### src/rtl/interrupt_sequence_controller.sv
// Interrupt sequence controller for an 8259A-style PIC (8086 mode).
// Arbitrates pending requests under the current rotation and raises INT.
// Runs the two-pulse INTA handshake: latches the winner into the ISR, then
// presents {vector_base, level}.
// Produces ISR clear pulses and rotation updates for automatic and commanded EOI.
module interrupt_sequence_controller #(
  parameter logic [2:0] SPURIOUS_LEVEL = 3'd7
) (
  input  logic       clock,
  input  logic       reset_n,
  input  logic [7:0] interrupt_request_register,
  input  logic [7:0] interrupt_mask,
  input  logic [7:0] in_service_register,
  input  logic [2:0] priority_rotate,
  input  logic       special_mask_mode,
  input  logic       auto_eoi,
  input  logic       auto_rotate,
  input  logic [4:0] vector_base,
  input  logic       inta_n,
  input  logic       eoi_command,
  input  logic       eoi_specific,
  input  logic [2:0] eoi_level,
  input  logic       eoi_rotate,
  output logic       interrupt_out,
  output logic       latch_in_service,
  output logic [7:0] acknowledged_level,
  output logic [7:0] end_of_interrupt,
  output logic [7:0] vector_out,
  output logic       vector_valid,
  output logic       rotate_update,
  output logic [2:0] new_priority_rotate
);

  typedef enum logic [2:0] {
    ST_IDLE,
    ST_REQ,
    ST_ACK1,
    ST_ACK2,
    ST_AEOI
  } state_t;

  state_t     state_q;
  state_t     state_d;

  logic       inta_q;
  logic       inta_fall;
  logic       inta_rise;

  logic       int_q;
  logic       latch_q;
  logic [7:0] ack_q;
  logic [2:0] lvl_q;
  logic       spur_q;
  logic [7:0] eoi_q;
  logic       rot_upd_q;
  logic [2:0] rot_lvl_q;

  logic [7:0] candidate;
  logic [3:0] win_scan;
  logic       win_found;
  logic [2:0] win_lvl;
  logic [3:0] ns_scan;

  logic       take_ack;
  logic       aeoi_go;
  logic [7:0] cmd_clear;
  logic       cmd_rot_vld;
  logic [2:0] cmd_rot_lvl;

  // Walks the eight levels from highest priority (rot+1) downwards. A level set
  // in 'block' ends the walk (nothing at or below it may win); the first level
  // set in 'cand' before that point wins. Returns {found, level}.
  function automatic logic [3:0] scan_priority(input logic [7:0] cand,
                                               input logic [7:0] block,
                                               input logic [2:0] rot);
    logic       done;
    logic [3:0] res;
    logic [2:0] lvl;
    res  = 4'd0;
    done = 1'b0;
    for (int i = 0; i < 8; i++) begin
      lvl = rot + 3'd1 + 3'(i);
      if (!done) begin
        if (block[lvl]) begin
          done = 1'b1;
        end else if (cand[lvl]) begin
          res  = {1'b1, lvl};
          done = 1'b1;
        end
      end
    end
    return res;
  endfunction

  function automatic logic [7:0] one_hot(input logic [2:0] lvl);
    return 8'd1 << lvl;
  endfunction

  // Priority resolution: in normal mode the highest in-service level blocks
  // itself and everything below it; in special mask mode an in-service level
  // only removes itself from contention.
  always_comb begin
    candidate = interrupt_request_register & ~interrupt_mask;
    if (special_mask_mode)
      win_scan = scan_priority(candidate & ~in_service_register, 8'h00, priority_rotate);
    else
      win_scan = scan_priority(candidate, in_service_register, priority_rotate);
    win_found = win_scan[3];
    win_lvl   = win_scan[2:0];
    ns_scan   = scan_priority(in_service_register, 8'h00, priority_rotate);
    inta_fall = inta_q & ~inta_n;
    inta_rise = ~inta_q & inta_n;
  end

  // Next-state and handshake decisions.
  always_comb begin
    state_d  = state_q;
    take_ack = 1'b0;
    aeoi_go  = 1'b0;
    unique case (state_q)
      ST_IDLE: begin
        if (win_found) state_d = ST_REQ;
      end
      ST_REQ: begin
        if (inta_fall) begin
          state_d  = ST_ACK1;
          take_ack = 1'b1;
        end else if (!win_found) begin
          state_d = ST_IDLE;
        end
      end
      ST_ACK1: begin
        if (inta_fall) state_d = ST_ACK2;
      end
      ST_ACK2: begin
        if (inta_rise) begin
          if (auto_eoi && !spur_q) begin
            state_d = ST_AEOI;
            aeoi_go = 1'b1;
          end else begin
            state_d = ST_IDLE;
          end
        end
      end
      ST_AEOI: begin
        state_d = ST_IDLE;
      end
      default: begin
        state_d = ST_IDLE;
      end
    endcase
  end

  // Decode an OCW2 EOI strobe into the ISR bit to clear and optional rotation.
  always_comb begin
    cmd_clear   = 8'h00;
    cmd_rot_vld = 1'b0;
    cmd_rot_lvl = 3'd0;
    if (eoi_command) begin
      if (eoi_specific) begin
        cmd_clear   = one_hot(eoi_level);
        cmd_rot_vld = eoi_rotate;
        cmd_rot_lvl = eoi_level;
      end else if (ns_scan[3]) begin
        cmd_clear   = one_hot(ns_scan[2:0]);
        cmd_rot_vld = eoi_rotate;
        cmd_rot_lvl = ns_scan[2:0];
      end
    end
  end

  // State register, INTA sampler and handshake outputs.
  always_ff @(posedge clock or negedge reset_n) begin
    if (!reset_n) begin
      state_q <= ST_IDLE;
      inta_q  <= 1'b1;
      int_q   <= 1'b0;
      latch_q <= 1'b0;
      ack_q   <= 8'h00;
      spur_q  <= 1'b0;
    end else begin
      state_q <= state_d;
      inta_q  <= inta_n;
      int_q   <= (state_q == ST_REQ) && (state_d == ST_REQ);
      latch_q <= take_ack && win_found;
      if (take_ack) begin
        ack_q  <= win_found ? one_hot(win_lvl) : 8'h00;
        spur_q <= ~win_found;
      end
    end
  end

  // Acknowledged level for the vector; only observed while the vector is valid.
  always_ff @(posedge clock) begin
    if (take_ack) lvl_q <= win_found ? win_lvl : SPURIOUS_LEVEL;
  end

  // EOI clear and rotation pulses; a commanded rotation overrides the automatic one.
  always_ff @(posedge clock or negedge reset_n) begin
    if (!reset_n) begin
      eoi_q     <= 8'h00;
      rot_upd_q <= 1'b0;
      rot_lvl_q <= 3'd0;
    end else begin
      eoi_q <= cmd_clear | (aeoi_go ? ack_q : 8'h00);
      if (cmd_rot_vld) begin
        rot_upd_q <= 1'b1;
        rot_lvl_q <= cmd_rot_lvl;
      end else if (aeoi_go && auto_rotate) begin
        rot_upd_q <= 1'b1;
        rot_lvl_q <= lvl_q;
      end else begin
        rot_upd_q <= 1'b0;
        rot_lvl_q <= 3'd0;
      end
    end
  end

  assign interrupt_out       = int_q;
  assign latch_in_service    = latch_q;
  assign acknowledged_level  = ack_q;
  assign end_of_interrupt    = eoi_q;
  assign vector_valid        = (state_q == ST_ACK2);
  assign vector_out          = vector_valid ? {vector_base, lvl_q} : 8'h00;
  assign rotate_update       = rot_upd_q;
  assign new_priority_rotate = rot_lvl_q;

endmodule

### config.mk
export PLATFORM = sky130hd
export DESIGN_NAME = interrupt_sequence_controller
export DESIGN_NICKNAME = d
export VERILOG_FILES = /design/src/rtl/interrupt_sequence_controller.sv
export SDC_FILE = /design/constraint.sdc
export NUM_CORES = 1
export LEC_CHECK = 0
export BUFFER_PORTS_ARGS = -buffer_cell sky130_fd_sc_hd__buf_2
export CAP_MARGIN = 10
export CORE_ASPECT_RATIO = 0.6
export CORE_UTILIZATION = 57
export CTS_CLUSTER_SIZE = 10
export DETAILED_ROUTE_END_ITERATION = 8
export HOLD_SLACK_MARGIN = 0.1
export PLACE_DENSITY = 0.8
export SLEW_MARGIN = 10
export SYNTH_ARGS = -nofsm -noshare
export SYNTH_HDL_FRONTEND = slang
export SYNTH_SLANG_ARGS = --single-unit
### constraint.sdc
create_clock -name clock -period 2.2 [get_ports clock]
set_input_delay 0 -clock clock [delete_from_list [all_inputs] [get_ports clock]]
set_output_delay 0 -clock clock [all_outputs]
set_load 0.05 [all_outputs]
==> results of run 1 <==
repair_timing:
action,in CTS
setup buffers,20
endpoints found under the hold margin,34
setup endpoints to repair,27
pin swaps,25
hold buffers,5
resized for setup,91
gates cloned,1
logic make-up after synthesis:
kind of cell	count (synthesis)	share of synthesized area, %
AND/OR/NAND/NOR	238	29.2
AO/OA/AOI/OAI	164	26.8
multiplexers	57	18.0
buffers and inverters	52	6.01
flip-flops	30	16.7
XOR/XNOR	7	2.78
adder cells (fa/ha/maj)	2	0.544
per-stage QoR:
step / worst slack (ns) / cells / setup TNS (ns) / hold slack, ns
floorplan: -1.20 / 550 / -24.31 / -0.296
global placement: -1.13 / 864 / -24.91 / 0.0172
detailed placement: -1.26 / 864 / -28.09 / 0.0471
CTS: -0.671 / 896 / -14.37 / 0.117
Yosys cell counts, types with 7 or more instances:
master	n
mux4_2	19
dfrtp_1	26
o211ai_1	15
buf_2	7
nor4_1	11
nand2b_1	9
and2_1	23
nor2b_1	10
nand4_1	10
clkbuf_1	21
nor3b_1	13
nand2_1	58
nor4b_1	8
nor3_1	15
mux2i_1	32
nand3_1	16
inv_1	10
o21ai_0	19
a31oi_1	8
nor2_1	29
a21oi_1	30
==> reports/results.ini, run 1 <==
[synthesis]
synth_cells=550
synthTopCellsByArea=dfrtp_1, mux4_2, mux2i_1, nand2_1, a21oi_1
synth_top_flop_cell=dfrtp_1
synth.net_count=596
synth.avg_cell_area_sq_um=8.36
ys_async_sr_fraction_pct=90.0
synth_top_area_cell=dfrtp_1
synth_edf_count=3
ys_ff_latch=30
yosysWarnings=0
synth_area_sq_mm=0.00460
synthDominantCellAreaShare_pct=14.1
ys_types=95
yosysSeqAreaShare_pct=16.7

[clocking]
h-tree-depth=2
cts.sinks=30
cts_buffers=5
clock-root-buffer=clkbuf_16
clk_path_buf_depth=2

[place]
dp_hpwl_microns=15800
dpl_cell_area_sq_mm=0.00635
gp_congestion=1.01
portBuffers=74

[sta]
worst-ep-kind=register input
worstEndpointGrtRepair=acknowledged_level[4]$_DFFE_PN0P_/D

[die]
row_count=24
start_util_pct=61.0
num_io_pins=75
die_x_microns=118
die_h_microns=71.6

[run_status]
stop_error=[ERROR DPL-0038] Utilization greater than 100%, impossible to legalize
run_status=aborted with a tool error
stop_stage=global routing

[grt]
grt_max_degree=28

==> run 2: changes to the inputs <==
Settings changed: CORE_ASPECT_RATIO 0.6 to unset, CORE_UTILIZATION 57 to 40, CTS_CLUSTER_SIZE 10 to unset, HOLD_SLACK_MARGIN 0.1 to unset, PLACE_DENSITY 0.8 to unset, PLACE_DENSITY_LB_ADDON set to 0.15.
==> reports/results.ini, run 2 <==
[setup_path]
crit_family=compound AO/OA/AOI/OAI gates
cp-end-kind=register
startpoint_type=input port
worst-path-buf-inv=3
cpMaxStageDelayCell=or4b_2
crit_fanout=12
cp_data_required_time_ns=2.37
setup.worst_path.start=priority_rotate[0]
path_class=input port to register
slowest_delay_ns=0.62
r2r-start=inta_q
arrival_ns=3.05
crit_chain=buf_12 > ha_4 > buf_4 > xnor3_1 > buf_4 > nor2_1 > or4b_2 > a21oi_1 > o311a_1 > o211ai_1 > o311a_4 > o41ai_2
path_common_cell=buf_4

[sta]
relSlewSlack_pct=58.9
layout_setup_ws_ns=-0.690
post-route-period-util_pct=131
fin_crit_ns=2.89
setup_viol=27
max_freq_mhz=346
grt_setup_unrepaired=yes
finalMaxSlewViolations=0
finalClockSkew_ns=0.00521
finalHoldViolations=0
max_slew.worst_pin.slew_ns=0.616

[place]
gp_congestion=0.959
dpl_cell_area_sq_mm=0.00633
dp_hpwl_microns=14100
pre_cts_slack_ns=-1.18
portBuffers=74

[synthesis]
yosysWarnings=0
synth_area_sq_mm=0.00460
synth_top_family_by_area=simple AND/OR/NAND/NOR gates
synthDominantCellAreaShare_pct=14.1
synth_cells=550
yosysSeqAreaShare_pct=16.7
muxShareOfSynthArea_pct=18.0
ys_types=95
yosysMostFrequentCell=nand2_1
synth_top_area_cell=dfrtp_1
ys_async_sr_fraction_pct=90.0
synthTopCellsByArea=dfrtp_1, mux4_2, mux2i_1, nand2_1, a21oi_1
synth_compound_gate_area_share_pct=26.8
synth_edf_count=3
synth_commonest_cells=nand2_1, mux2i_1, a21oi_1, nor2_1, dfrtp_1
synthXorXnorAreaFrac_pct=2.78
synth_top_flop_cell=dfrtp_1
synth.avg_cell_area_sq_um=8.36
synth_fa_ha_area_share_pct=0.544
synth.net_count=596
ys_ff_latch=30
yosys.area_share.simple_pct=29.2

[clocking]
cts_tree=done
clkTransAtPathRegs_ns=0.05
h-tree-depth=2
cts_buffers=5
clock-root-buffer=clkbuf_16
clk_latency_ns=0.27
cts.sinks=30
clk_path_buf_depth=2

[power]
power_density_mw_per_mm2=618
peakVddDrop_mv=0.575
p_leak_nw=3.12

[grt]
gr-usage-all-layers_pct=30.1
grt_max_degree=30
antenna_found_initial=0
grt_pass1_vias=5265
grt_pass1_wl_microns=27500
overflow=0

[finish]
finalNetCount=819
diodes=0
drive_above_1_share_pct=48.7
final_cell_mix=buf_4, buf_2, nand2_1
syn2layout_area_growth_pct=52.1
fin_area_sq_mm=0.00699
layout_commonest_cell=buf_4

[die]
num_io_pins=75
core_area_sq_mm=0.0110
row_count=38
die_h_microns=109
die_area_sq_mm=0.0119
die_x_microns=109
start_util_pct=41.7

[min_path]
worstHoldStart=eoi_level[2]
hp-class=input port to register

[drt]
vias=5690
drt-pass1-iter-count=5
drcViolationCount=0
wl_per_cell_microns=19.6
finalWirelength_microns=18000
drtIter0Drc=574
ant_nets=0
via_per_inst=6.23

[run_status]
violations=setup timing
run_status=complete, but fails checks

[flow_run]
max_cap_viol_count=0

## run 2: cell counts after synthesis
Identical to the previous run, type by type.
## run 2: power by group
| part | leakage (nW) | internal [mW] | switching, mW |
|---|---|---|---|
| combinational | 2.66 | 1.22 | 1.67 |
| sequential | 0.386 | 0.665 | 0.0988 |
| clock | 0.0739 | 0.447 | 0.225 |
## run 2: per-layer routing
layer / wire, microns / GRT usage [%]
met2: 8550 / 50.7
met4: 346 / 7.14
met1: 7810 / 40.9
met5: 0 / 0
met3: 1240 / 3.59
## run 2: path summary, 6_finish.rpt
check / end / slack (ns) / depth (start not counted)
max in group asynchronous: acknowledged_level[0] / 1.52 / 2
min: end_of_interrupt[4] / 0.12 / 3
max: acknowledged_level[5] / -0.69 / 12
max reg2reg: acknowledged_level[7] / 0.22 / 6
min reg2reg: state_q[0] / 0.50 / 1
min in group asynchronous: end_of_interrupt[5] / 0.28 / 2
## run 2: per-stage QoR
stage               total power, mW  setup TNS [ns]  instances  hold WS (ns)  utilization, %
global route                   4.56          -16.59        914         0.146            63.4
CTS                            4.20          -12.89        906         0.104            61.4
detailed placement             3.37          -26.16        891        0.0392            57.4
global placement               3.33          -23.98        891        0.0248            57.4
floorplan                      2.40          -24.31        550        -0.296               -
finish                         4.32          -14.17        914         0.120            63.4
## run 2: timing repair
action / 4_1_cts / 5_1_grt
hold endpoints to repair: 28 / 0
hold buffers: 3 / 0
gates resized for setup: 45 / 31
endpoints found under the setup margin: 27 / 27
buffers inserted: 5 / 8
pin swaps: 20 / 20
## run 2: cell type report
| cell class | count | area [sq um] |
|---|---|---|
| clock inverters | 1 | 5.00 |
| flip-flops and latches | 30 | 767 |
| inverters | 13 | 57.6 |
| fillers | 937 | 4040 |
| well taps | 140 | 175 |
| multi-input cells | 468 | 4010 |
| repair buffers | 255 | 1830 |
| clock buffers | 7 | 143 |
## run 2: cell families after synthesis
family	after synthesis
AOI/OAI and AO/OA	164
xor gates and xnor gates	7
adders and majority gates	2
buffers and inverters	52
DFF	30
muxes	57
and+or+nand+nor	238
## run 2: worst min-delay path: cells and delay by family
kind / cells / cell delay [ns]
AOI/OAI and AO/OA: 2 / 0.19
buffers and inverters: 1 / 0.16
(Power assumes the default switching activity.)
==> run 3: changes to the inputs <==
Clock period 2.2 ns to 3.3 ns, I/O delays scaled along.
==> reports/results.ini, run 3 (synthesized netlist as in run 2, its figures left out) <==
[sta]
finalMaxSlewViolations=0
max_slew.worst_pin.slew_ns=0.823
relSlewSlack_pct=45.0
max_freq_mhz=319
whs_ns=0.117
setup_tns_ns=0
finalHoldViolations=0
finalClockSkew_ns=0.00678
post-route-period-util_pct=95.1
fin_crit_ns=3.14
setup_viol=0
grt_setup_unrepaired=yes

[setup_path]
arrival_ns=3.30
crit_fanout=8
cp-end-kind=register
cpMaxStageDelayCell=or4_1
startpoint_type=input port
setup.worst_path.start=priority_rotate[0]
crit_chain=buf_2 > inv_8 > ha_4 > and4bb_1 > or4_1 > nor2_2 > o32ai_1 > or4_1 > nand3b_1 > o311ai_1 > o211ai_4 > buf_4 > o41ai_1
crit_family=simple AND/OR/NAND/NOR gates
path_common_cell=or4_1
worst-path-buf-inv=3
cp_data_required_time_ns=3.46
slowest_delay_ns=0.64
path_class=input port to register
r2r-start=inta_q

[drt]
drt-pass1-iter-count=7
wl_per_cell_microns=19.9
vias=5285
drcViolationCount=0
via_per_inst=6.34
drtIter0Drc=464
ant_nets=0
finalWirelength_microns=16600

[grt]
grt_pass1_wl_microns=26400
grt_max_degree=34
overflow=0
antenna_found_initial=0
grt_pass1_vias=5028
gr-usage-all-layers_pct=28.7

[place]
placed_cells=820
gp_congestion=0.946
dp_hpwl_microns=12900
portBuffers=74

[power]
power_density_mw_per_mm2=436
peakVddDrop_mv=0.336
power_mw=2.59
p_leak_nw=2.63

[clocking]
cts_tree=done
h-tree-depth=2
clk_path_buf_depth=2
cts.sinks=30
cts_buffers=5
clkTransAtPathRegs_ns=0.05
clock-root-buffer=clkbuf_16
clk_latency_ns=0.28

[finish]
finalNetCount=738
layout_commonest_cell=buf_4
syn2layout_area_growth_pct=29.3
drive_above_1_share_pct=34.9
fillerInstances=1040
regArea_sq_um=767
finalNonFillerCells=833
diodes=0
final_cell_mix=buf_4, buf_2, nand2_1
multi_input_area_sq_mm=0.00362

[die]
row_count=38
start_util_pct=41.7
die_h_microns=109
die_x_microns=109
die_area_sq_mm=0.0119
core_area_sq_mm=0.0110
num_io_pins=75

[min_path]
hp-class=input port to register
worstHoldStart=eoi_level[2]

[run_status]
run_status=finished clean

[flow_run]
max_cap_viol_count=0

==> run 3: power by group <==
group,internal (mW),total [mW],leakage (nW),switching [mW]
Clock,0.298,0.458,0.0739,0.160
Combinational,0.632,1.63,2.17,0.998
Sequential,0.444,0.503,0.386,0.0593
Total,1.37,2.59,2.63,1.22
==> run 3: worst paths after layout <==
path | endpoint | slack, ns | cells past startpoint
worst max-delay path | acknowledged_level[4] | 0.16 | 13
worst min-delay path | end_of_interrupt[6] | 0.12 | 3
worst max register to register | acknowledged_level[7] | 0.99 | 6
worst min register to register | state_q[0] | 0.50 | 1
max in group asynchronous | acknowledged_level[2] | 2.61 | 2
min in group asynchronous | end_of_interrupt[2] | 0.27 | 2
==> run 3: layout make-up <==
cell class                 count  area share, %
multi-input combinational    468           60.8
timing repair buffer         174           19.9
sequential                    30           12.9
tap                          140           2.95
clock buffer                   7           2.40
inverter                      13          0.968
clock inverter                 1         0.0842
==> run 3: repair_timing <==
action,4_1_cts,5_1_grt
buffers inserted,0,2
endpoints found under the setup margin,0,4
gates resized for setup,0,4
hold endpoints to repair,28,0
hold buffers,3,0
==> run 3: layer usage <==
metal	part of all wire (%)	GRT usage (%)	vias up
met1	45	40.3	2548
met2	46	45.1	257
li1	-	-	2444
met4	2.0	7.52	0
met3	7.4	5.14	36
met5	0	0	-
==> run 3: metrics by stage <==
stage               setup slack, ns  area (sq um)  util [%]
floorplan                    -0.105          4670         -
global placement             -0.178          5740      52.0
detailed placement           -0.129          5740      52.0
CTS                           0.135          5910      53.6
global route                -0.0147          5950      53.9
finish                        0.162          5950      53.9
==> run 3: worst reg2reg max path: stages, from the launching register on <==
cell      delay, ns
dfstp_2        0.55
nor2b_1        0.18
nand4b_1       0.43
inv_1          0.35
nand2_1        0.18
nor4_2         0.40
a22o_1         0.18
